**src/rtl/npu_cube_csa_resolve_pkg.sv**
```systemverilog
// Shared constants and types for the NPU cube CSA resolve stage.
// Lane widths are offsets from operand-B width; lane k sits at bit offset 2*k.
package npu_cube_pkg;

  localparam int unsigned LANE0_SUM_EXT = 5;
  localparam int unsigned LANE0_CAY_EXT = 4;
  localparam int unsigned LANEN_SUM_EXT = 3;
  localparam int unsigned LANEN_CAY_EXT = 2;

  localparam int unsigned LANE_SHIFT0 = 0;
  localparam int unsigned LANE_SHIFT1 = 2;
  localparam int unsigned LANE_SHIFT2 = 4;
  localparam int unsigned LANE_SHIFT3 = 6;

  typedef enum logic {ACC, FULL} state_e;

  function automatic int unsigned lane_sum_w(input int unsigned dwb, input int unsigned lane);
    return dwb + ((lane == 0) ? LANE0_SUM_EXT : LANEN_SUM_EXT);
  endfunction

  function automatic int unsigned lane_cay_w(input int unsigned dwb, input int unsigned lane);
    return dwb + ((lane == 0) ? LANE0_CAY_EXT : LANEN_CAY_EXT);
  endfunction

endpackage

```
**src/rtl/npu_cube_csa_resolve_if.sv**
```systemverilog
// Beat input and result output handshake bundle of the CSA resolve stage.
// out_sat exists only when NPU_CUBE_RESOLVE_SAT_EN is defined.
interface npu_cube_csa_resolve_if #(
  parameter int unsigned DWB = 8,
  parameter int unsigned DWS = 21
);
  import npu_cube_pkg::*;

  logic                                in_valid;
  logic                                in_ready;
  logic [DWB+LANE0_SUM_EXT-1:0]        l3_linesum0;
  logic [DWB+LANE0_CAY_EXT-1:0]        l3_linecay0;
  logic [DWB+LANEN_SUM_EXT-1:0]        l3_linesum1;
  logic [DWB+LANEN_CAY_EXT-1:0]        l3_linecay1;
  logic [DWB+LANEN_SUM_EXT-1:0]        l3_linesum2;
  logic [DWB+LANEN_CAY_EXT-1:0]        l3_linecay2;
  logic [DWB+LANEN_SUM_EXT-1:0]        l3_linesum3;
  logic [DWB+LANEN_CAY_EXT-1:0]        l3_linecay3;
  logic                                out_valid;
  logic                                out_ready;
  logic [DWS-1:0]                      out_data;
  logic                                out_busy;
`ifdef NPU_CUBE_RESOLVE_SAT_EN
  logic                                out_sat;

  modport master (
    output in_valid, l3_linesum0, l3_linecay0, l3_linesum1, l3_linecay1,
           l3_linesum2, l3_linecay2, l3_linesum3, l3_linecay3, out_ready,
    input  in_ready, out_valid, out_data, out_busy, out_sat
  );
  modport slave (
    input  in_valid, l3_linesum0, l3_linecay0, l3_linesum1, l3_linecay1,
           l3_linesum2, l3_linecay2, l3_linesum3, l3_linecay3, out_ready,
    output in_ready, out_valid, out_data, out_busy, out_sat
  );
`else
  modport master (
    output in_valid, l3_linesum0, l3_linecay0, l3_linesum1, l3_linecay1,
           l3_linesum2, l3_linecay2, l3_linesum3, l3_linecay3, out_ready,
    input  in_ready, out_valid, out_data, out_busy
  );
  modport slave (
    input  in_valid, l3_linesum0, l3_linecay0, l3_linesum1, l3_linecay1,
           l3_linesum2, l3_linecay2, l3_linesum3, l3_linecay3, out_ready,
    output in_ready, out_valid, out_data, out_busy
  );
`endif

endinterface

```
**src/rtl/npu_cube_csa_resolve_lane_cpa.sv**
```systemverilog
// Carry-propagate resolve of one CSA lane: v = sum + (cay << 1).
module npu_cube_lane_cpa #(
  parameter int unsigned SW = 13,
  parameter int unsigned CW = 12,
  parameter int unsigned VW = 14
) (
  input  logic [SW-1:0] sum_i,
  input  logic [CW-1:0] cay_i,
  output logic [VW-1:0] v_o
);

  always_comb begin
    v_o = VW'(sum_i) + (VW'(cay_i) << 1);
  end

endmodule

```
**src/rtl/npu_cube_csa_resolve.sv**
```systemverilog
// Resolves CSA lane pairs to a partial product (2-stage pipe) and accumulates
// NPU_CUBE_MAC_NUM beats per result. Define NPU_CUBE_RESOLVE_SAT_EN for saturation.
module npu_cube_csa_resolve
  import npu_cube_pkg::*;
#(
  parameter int unsigned DWB              = 8,
  parameter int unsigned DWPRODUCT        = 19,
  parameter int unsigned DWS              = 21,
  parameter int unsigned NPU_CUBE_MAC_NUM = 8,
  parameter int unsigned SIGNED_A         = 0
) (
  input logic                   clk,
  input logic                   rst,
  npu_cube_csa_resolve_if.slave io
);

  localparam int unsigned VW0    = lane_sum_w(DWB, 0) + 1;
  localparam int unsigned VWN    = lane_sum_w(DWB, 1) + 1;
  localparam int unsigned CNT_W  = $clog2(NPU_CUBE_MAC_NUM);
  localparam logic [CNT_W-1:0] CNT_LAST = CNT_W'(NPU_CUBE_MAC_NUM - 1);
  localparam bit          SGN    = (SIGNED_A != 0);

  logic [VW0-1:0] v0;
  logic [VWN-1:0] v1, v2, v3;

  npu_cube_lane_cpa #(.SW(lane_sum_w(DWB, 0)), .CW(lane_cay_w(DWB, 0)), .VW(VW0)) u_lane0 (
    .sum_i(io.l3_linesum0), .cay_i(io.l3_linecay0), .v_o(v0));
  npu_cube_lane_cpa #(.SW(lane_sum_w(DWB, 1)), .CW(lane_cay_w(DWB, 1)), .VW(VWN)) u_lane1 (
    .sum_i(io.l3_linesum1), .cay_i(io.l3_linecay1), .v_o(v1));
  npu_cube_lane_cpa #(.SW(lane_sum_w(DWB, 2)), .CW(lane_cay_w(DWB, 2)), .VW(VWN)) u_lane2 (
    .sum_i(io.l3_linesum2), .cay_i(io.l3_linecay2), .v_o(v2));
  npu_cube_lane_cpa #(.SW(lane_sum_w(DWB, 3)), .CW(lane_cay_w(DWB, 3)), .VW(VWN)) u_lane3 (
    .sum_i(io.l3_linesum3), .cay_i(io.l3_linecay3), .v_o(v3));

  logic                 s1_valid_q, s1_valid_d;
  logic [VW0-1:0]       s1_v0_q, s1_v0_d;
  logic [VWN-1:0]       s1_v1_q, s1_v1_d, s1_v2_q, s1_v2_d, s1_v3_q, s1_v3_d;
  logic                 s2_valid_q, s2_valid_d;
  logic [DWPRODUCT-1:0] s2_p_q, s2_p_d;
  logic [DWS-1:0]       acc_q, acc_d, out_data_q, out_data_d;
  logic [CNT_W-1:0]     cnt_q, cnt_d;
  logic                 out_valid_q, out_valid_d;
  state_e               state_q, state_d;

  logic                 en, complete;
  logic [DWPRODUCT-1:0] prod;
  logic [DWS-1:0]       ext_p, acc_sum;
`ifdef NPU_CUBE_RESOLVE_SAT_EN
  logic                 sat_q, sat_d, out_sat_q, out_sat_d;
  logic [DWS:0]         wide;
  logic                 clamp;
`endif

  always_comb begin
    prod = DWPRODUCT'(s1_v0_q) + (DWPRODUCT'(s1_v1_q) << LANE_SHIFT1)
         + (DWPRODUCT'(s1_v2_q) << LANE_SHIFT2) + (DWPRODUCT'(s1_v3_q) << LANE_SHIFT3);
    ext_p = {{(DWS-DWPRODUCT){SGN & s2_p_q[DWPRODUCT-1]}}, s2_p_q};
`ifdef NPU_CUBE_RESOLVE_SAT_EN
    // One guard bit: signed overflow shows as the top two bits disagreeing.
    wide  = {SGN & acc_q[DWS-1], acc_q} + {SGN & ext_p[DWS-1], ext_p};
    clamp = SGN ? (wide[DWS] ^ wide[DWS-1]) : wide[DWS];
    if (!clamp)    acc_sum = wide[DWS-1:0];
    else if (!SGN) acc_sum = '1;
    else           acc_sum = {wide[DWS], {(DWS-1){~wide[DWS]}}};
`else
    acc_sum = acc_q + ext_p;
`endif
  end

  always_comb begin
    en          = !out_valid_q | io.out_ready;
    complete    = s2_valid_q && (cnt_q == CNT_LAST);
    s1_valid_d  = s1_valid_q;
    s1_v0_d     = s1_v0_q;
    s1_v1_d     = s1_v1_q;
    s1_v2_d     = s1_v2_q;
    s1_v3_d     = s1_v3_q;
    s2_valid_d  = s2_valid_q;
    s2_p_d      = s2_p_q;
    acc_d       = acc_q;
    cnt_d       = cnt_q;
    out_data_d  = out_data_q;
    out_valid_d = out_valid_q;
    state_d     = state_q;
`ifdef NPU_CUBE_RESOLVE_SAT_EN
    sat_d       = sat_q;
    out_sat_d   = out_sat_q;
`endif
    if (en) begin
      s1_valid_d = io.in_valid;
      s1_v0_d    = v0;
      s1_v1_d    = v1;
      s1_v2_d    = v2;
      s1_v3_d    = v3;
      s2_valid_d = s1_valid_q;
      s2_p_d     = prod;
      if (complete) begin
        out_data_d  = acc_sum;
        out_valid_d = 1'b1;
        acc_d       = '0;
        cnt_d       = '0;
        state_d     = FULL;
`ifdef NPU_CUBE_RESOLVE_SAT_EN
        out_sat_d   = sat_q | clamp;
        sat_d       = 1'b0;
`endif
      end else begin
        if (s2_valid_q) begin
          acc_d = acc_sum;
          cnt_d = cnt_q + 1'b1;
`ifdef NPU_CUBE_RESOLVE_SAT_EN
          sat_d = sat_q | clamp;
`endif
        end
        if (state_q == FULL) begin
          out_valid_d = 1'b0;
          state_d     = ACC;
        end
      end
    end
  end

  always_ff @(posedge clk) begin
    if (rst) begin
      s1_valid_q  <= 1'b0;
      s1_v0_q     <= '0;
      s1_v1_q     <= '0;
      s1_v2_q     <= '0;
      s1_v3_q     <= '0;
      s2_valid_q  <= 1'b0;
      s2_p_q      <= '0;
      acc_q       <= '0;
      cnt_q       <= '0;
      out_data_q  <= '0;
      out_valid_q <= 1'b0;
      state_q     <= ACC;
`ifdef NPU_CUBE_RESOLVE_SAT_EN
      sat_q       <= 1'b0;
      out_sat_q   <= 1'b0;
`endif
    end else begin
      s1_valid_q  <= s1_valid_d;
      s1_v0_q     <= s1_v0_d;
      s1_v1_q     <= s1_v1_d;
      s1_v2_q     <= s1_v2_d;
      s1_v3_q     <= s1_v3_d;
      s2_valid_q  <= s2_valid_d;
      s2_p_q      <= s2_p_d;
      acc_q       <= acc_d;
      cnt_q       <= cnt_d;
      out_data_q  <= out_data_d;
      out_valid_q <= out_valid_d;
      state_q     <= state_d;
`ifdef NPU_CUBE_RESOLVE_SAT_EN
      sat_q       <= sat_d;
      out_sat_q   <= out_sat_d;
`endif
    end
  end

  assign io.in_ready  = en;
  assign io.out_valid = out_valid_q;
  assign io.out_data  = out_data_q;
  assign io.out_busy  = s1_valid_q | s2_valid_q | (cnt_q != '0);
`ifdef NPU_CUBE_RESOLVE_SAT_EN
  assign io.out_sat   = out_sat_q;
`endif

endmodule

```
**src/flat_wrapper.sv**
```systemverilog
// flat-port wrapper written by rule: the top's interface ports become plain ports
module npu_cube_csa_resolve_flat import npu_cube_pkg::*;
#(
  parameter int unsigned DWB              = 8,
  parameter int unsigned DWPRODUCT        = 19,
  parameter int unsigned DWS              = 21,
  parameter int unsigned NPU_CUBE_MAC_NUM = 8,
  parameter int unsigned SIGNED_A         = 0
)
  (clk, rst, io_in_valid, io_l3_linesum0, io_l3_linecay0, io_l3_linesum1, io_l3_linecay1, io_l3_linesum2, io_l3_linecay2, io_l3_linesum3, io_l3_linecay3, io_out_ready, io_in_ready, io_out_valid, io_out_data, io_out_busy);
  npu_cube_csa_resolve_if #(.DWB(DWB), .DWS(DWS)) io_i ();
  input logic clk;
  input logic rst;
  input wire logic [$bits(io_i.in_valid)-1:0] io_in_valid;
  input wire logic [$bits(io_i.l3_linesum0)-1:0] io_l3_linesum0;
  input wire logic [$bits(io_i.l3_linecay0)-1:0] io_l3_linecay0;
  input wire logic [$bits(io_i.l3_linesum1)-1:0] io_l3_linesum1;
  input wire logic [$bits(io_i.l3_linecay1)-1:0] io_l3_linecay1;
  input wire logic [$bits(io_i.l3_linesum2)-1:0] io_l3_linesum2;
  input wire logic [$bits(io_i.l3_linecay2)-1:0] io_l3_linecay2;
  input wire logic [$bits(io_i.l3_linesum3)-1:0] io_l3_linesum3;
  input wire logic [$bits(io_i.l3_linecay3)-1:0] io_l3_linecay3;
  input wire logic [$bits(io_i.out_ready)-1:0] io_out_ready;
  output wire logic [$bits(io_i.in_ready)-1:0] io_in_ready;
  output wire logic [$bits(io_i.out_valid)-1:0] io_out_valid;
  output wire logic [$bits(io_i.out_data)-1:0] io_out_data;
  output wire logic [$bits(io_i.out_busy)-1:0] io_out_busy;
  assign io_i.in_valid = io_in_valid;
  assign io_i.l3_linesum0 = io_l3_linesum0;
  assign io_i.l3_linecay0 = io_l3_linecay0;
  assign io_i.l3_linesum1 = io_l3_linesum1;
  assign io_i.l3_linecay1 = io_l3_linecay1;
  assign io_i.l3_linesum2 = io_l3_linesum2;
  assign io_i.l3_linecay2 = io_l3_linecay2;
  assign io_i.l3_linesum3 = io_l3_linesum3;
  assign io_i.l3_linecay3 = io_l3_linecay3;
  assign io_i.out_ready = io_out_ready;
  assign io_in_ready = io_i.in_ready;
  assign io_out_valid = io_i.out_valid;
  assign io_out_data = io_i.out_data;
  assign io_out_busy = io_i.out_busy;
  npu_cube_csa_resolve #(.DWB(DWB), .DWPRODUCT(DWPRODUCT), .DWS(DWS), .NPU_CUBE_MAC_NUM(NPU_CUBE_MAC_NUM), .SIGNED_A(SIGNED_A)) u_core (.clk(clk), .rst(rst), .io(io_i));
endmodule
```
**config.mk**
```make
export PLATFORM = sky130hd
export DESIGN_NAME = npu_cube_csa_resolve_flat
export DESIGN_NICKNAME = d
export VERILOG_FILES = /design/src/rtl/npu_cube_csa_resolve_pkg.sv /design/src/rtl/npu_cube_csa_resolve_if.sv /design/src/rtl/npu_cube_csa_resolve_lane_cpa.sv /design/src/rtl/npu_cube_csa_resolve.sv /design/src/flat_wrapper.sv
export SDC_FILE = /design/constraint.sdc
export NUM_CORES = 1
export LEC_CHECK = 0
export CORE_ASPECT_RATIO = 0.8
export CORE_MARGIN = 2
export CORE_UTILIZATION = 35
export CTS_CLUSTER_SIZE = 30
export DETAILED_ROUTE_END_ITERATION = 12
export HOLD_SLACK_MARGIN = 0.03
export PLACE_DENSITY_LB_ADDON = 0.25
export RECOVER_POWER = 50
export SETUP_SLACK_MARGIN = 0.4
export SLEW_MARGIN = 25
export SYNTH_ARGS = -nofsm -noshare
export SYNTH_HDL_FRONTEND = slang
export SYNTH_SLANG_ARGS = --single-unit
```
**constraint.sdc**
```tcl
create_clock -name clk -period 5.88 [get_ports clk]
set_input_delay 1.176 -clock clk [delete_from_list [all_inputs] [get_ports clk]]
set_output_delay 1.176 -clock clk [all_outputs]
set_load 0.01 [all_outputs]
```
==> impl_metrics.env <==
export IMPL_clock_sinks=118
export IMPL_cts_tree="built"
export IMPL_chipHeight_um=139
export IMPL_crit_path_end_kind="register"
export IMPL_reg2reg_setup_slack_ns=1.25
export IMPL_synth_ff_type="dfxtp_1"
export IMPL_hold_worst_slack_ns=0.448
export IMPL_synth_nets=1190
export IMPL_postSynthAreaPerCell_um2=8.08
export IMPL_violations="capacitance limit, slew limit"
export IMPL_finalNetCount=1290
export IMPL_post_route_min_period_ns=4.63
export IMPL_max_freq_ghz=0.216
export IMPL_drv_cap=2
export IMPL_reg2reg_from="u_core.s1_v1_q[0]"
export IMPL_post_synth_top_area_cell="dfxtp_1"
export IMPL_design_area_mm2=0.00997
export IMPL_groute_usage_overall=0.162
export IMPL_synth_edff_count=0
export IMPL_fin_crit_sh=0.787
export IMPL_fin_skew_ns=0.00786
export IMPL_io_pins=116
export IMPL_fillCellCount=2306
export IMPL_p_per_area_mw_per_mm2=295
export IMPL_p_switching_mw=0.957
export IMPL_switching_share=0.326
export IMPL_finalHoldViolations=0
export IMPL_p_leak_nw=4.35
export IMPL_ys_seq_area_frac=0.295
export IMPL_yosysMostFrequentCell="nand2_1"
export IMPL_via_per_inst=4.90
export IMPL_path_class="register to register"
export IMPL_met1_usage=0.228
export IMPL_area_delta_synth_final_pct=24.6
export IMPL_cp_required_ns=6.16
export IMPL_place_congestion=0.847
export IMPL_critical_path_top_delay_family="compound AO/OA/AOI/OAI gates"
export IMPL_clk_insertion_delay_late_ns=0.42
export IMPL_ir_worst_vdd_mv=0.232
export IMPL_synth_seq_cells=118
export IMPL_power_internal_mw=1.98
export IMPL_post_synth_most_frequent_cells="nand2_1 (154), dfxtp_1 (118), a21oi_1 (112)"
export IMPL_clkTransAtPathRegs_ns=0.06
export IMPL_synthCells=991
export IMPL_use_met2=0.252
export IMPL_hpwl_mm=14.5
export IMPL_drive_above_1_share=0.0480
export IMPL_antenna_found_initial=0
export IMPL_outcome="finished, violations left"
export IMPL_cp_arrival_ns=4.91
export IMPL_min_to="u_core.s1_v2_q[4]"
export IMPL_grt_max_degree=97
export IMPL_worstMarginPinSlew_ns=3.19
export IMPL_dpl_cell_area_mm2=0.00941
export IMPL_htreeDepth=4
export IMPL_pwr_share_seq=0.324
export IMPL_drv_slew=113
export IMPL_rows=49
export IMPL_critical_path_max_stage_delay_ns=0.49
export IMPL_path_cells="ha_1 > fa_1 > a21o_1 > a21oi_1 > o21bai_1 > a21oi_1 > o21a_1 > nor2_1 > a211oi_1 > xor2_1 > fa_1 > inv_1 > ha_1 > or3_1 > o31ai_1 > a21o_1 > o21ai_0 > o21a_1 > o41ai_1"
export IMPL_ant_nets=0
export IMPL_path_max_fanout=4
export IMPL_reg2reg_depth=19
export IMPL_synth_async_sr_flop_share=0
export IMPL_post_cts_buffers=0
export IMPL_hold_path_class="register to register"
export IMPL_grt_pass1_vias=6524
export IMPL_critPathBufInv=1
export IMPL_min_from="u_core.s1_v2_q[4]"
export IMPL_yosysTopAreaCellShare=0.295
export IMPL_busiest_layer="met2"
export IMPL_finalSetupViolCount=0
export IMPL_drt_iter0_markers=384
export IMPL_slew_headroom=-1.13
export IMPL_combPwrFrac=0.330
export IMPL_root_buffer="clkbuf_16"
export IMPL_clockBufferDepth=2
export IMPL_cts_buffers_inserted=17
export IMPL_r2r_end="u_core.s2_p_q[16]"
export IMPL_finalSetupTns_ns=0
export IMPL_numPortBuffers=115
export IMPL_antenna_diode_count=0
export IMPL_start_util=0.357
export IMPL_grt_setup_unrepaired="no"
export IMPL_crit_slowest_cell="fa_1"
export IMPL_grt_met3_usage=0.0391
export IMPL_yosysUniqueCellTypes=68
export IMPL_via_count=6910
export IMPL_drc=0
export IMPL_cts_resized=0
export IMPL_holdPathStages=2
export IMPL_synthTopCellsByArea="dfxtp_1 (30%), ha_1 (14%), nand2_1 (7.2%), a21oi_1 (7.0%), fa_1 (4.0%)"
export IMPL_critPathLaunchType="register"
export IMPL_synth_area_mm2=0.00801
export IMPL_avgRoutedWirePerCell_um=13.6
export IMPL_core_mm2=0.0224
export IMPL_cts_hold_buffers=0
export IMPL_totalWireLength_mm=19.2
export IMPL_grt_ovfl_total=0
export IMPL_grt_pass1_wl_mm=32.2
export IMPL_die_area_mm2=0.0241
export IMPL_yosys_warnings=0
export IMPL_drtPass1Iterations=5
export IMPL_die_w_um=173
export IMPL_clkPwrFrac=0.346
[layout make-up]
class	instances	area [µm²]	share of cell area
Clock buffer	22	474	0.0476
Clock inverter	10	103	0.0103
Inverter	71	267	0.0267
Multi-Input combinational cell	762	5200	0.522
Sequential cell	118	2360	0.237
Tap cell	306	383	0.0384
Timing Repair Buffer	121	1180	0.118
[metrics by stage]
stage          setup WS, ns   util  total power, mW  std cells
3_3_place_gp           1.39  0.419             1.92       1378
5_1_grt               0.935  0.444             3.14       1410
3_5_place_dp           1.31  0.419             1.93       1378
2_1_floorplan          1.64      -             1.66        991
4_1_cts                1.30  0.445             2.96       1410
6_report               1.25  0.444             2.94       1410
[power by group through the flow]
| stage | Sequential (mW) | Clock, mW | Combinational, mW |
|---|---|---|---|
| 2_1_floorplan | 0.935 | 0 | 0.728 |
| 3_3_place_gp | 0.965 | 0 | 0.960 |
| 3_5_place_dp | 0.968 | 0 | 0.965 |
| 4_1_cts | 0.951 | 1.03 | 0.975 |
| 5_1_grt | 0.960 | 1.08 | 1.10 |
| 6_report | 0.952 | 1.02 | 0.971 |
[state kept, by name (all words and copies together) (netlist names)]
register             flops
u_core.acc_q            21
u_core.io.out_data      21
u_core.s2_p_q           19
u_core.s1_v0_q          14
u_core.s1_v1_q          12
u_core.s1_v2_q          12
u_core.s1_v3_q          12
u_core.cnt_q             3
u_core.io.out_valid      1
u_core.s1_valid_q        1
u_core.s2_valid_q        1
u_core.state_q           1
[layout by cell type (no fill, tap or decap), drive strengths merged, types with 4 or more instances in the layout]
master         count
a2111oi            5
dlygate4sd3       23
nor2              77
nor3              21
a311oi             4
a31oi              4
nand3             16
dfxtp            118
ha                91
xnor2             32
clkbuf            26
nand3b             8
xor2              19
inv               71
nand2            154
o41ai              5
fa                16
o21bai             5
nor3b              5
or3               13
clkinv             7
a21oi            113
a211oi            18
a22o               5
clkdlybuf4s50     91
a22oi              7
o21ai             46
o21a              16
nor2b             16
o31ai              5
and3               4
a21o              17
[worst register-to-register path: stages, from the launching register on]
cell and delay (ns):
dfxtp_1 0.31, ha_1 0.22, fa_1 0.40, a21o_1 0.20, a21oi_1 0.22, o21bai_1 0.09
a21oi_1 0.21, o21a_1 0.19, nor2_1 0.06, a211oi_1 0.32, xor2_1 0.13, fa_1 0.49
inv_1 0.04, ha_1 0.20, or3_1 0.45, o31ai_1 0.22, a21o_1 0.17, o21ai_0 0.14
o21a_1 0.20, o41ai_1 0.25
[cells by family after synthesis]
| family | count (synthesis) | share of synthesized area |
|---|---|---|
| compound gates | 270 | 0.219 |
| mux | 1 | 0.00125 |
| buf+inv | 111 | 0.0558 |
| fa+ha+maj | 107 | 0.182 |
| simple gates | 333 | 0.191 |
| xor+xnor | 51 | 0.0558 |
| flops | 118 | 0.295 |
[how the worst max path moves through the flow]
stage                      start  cells after the start                 to
6_report       u_core.s1_v1_q[0]                     19  u_core.s2_p_q[16]
5_1_grt        u_core.s1_v1_q[0]                     19  u_core.s2_p_q[16]
4_1_cts        u_core.s1_v1_q[0]                     19  u_core.s2_p_q[16]
3_5_place_dp   u_core.s1_v1_q[0]                     19  u_core.s2_p_q[16]
3_3_place_gp   u_core.s1_v1_q[0]                     19  u_core.s2_p_q[16]
2_1_floorplan  u_core.s1_v1_q[0]                     19  u_core.s2_p_q[16]
[layer usage]
layer | vias to the layer above | wire, µm
li1 | 3661 | -
met3 | 14 | 770
met4 | 0 | 182
met1 | 3123 | 9940
met5 | - | 0
met2 | 112 | 8310
Power figures use the tool's default switching activity.
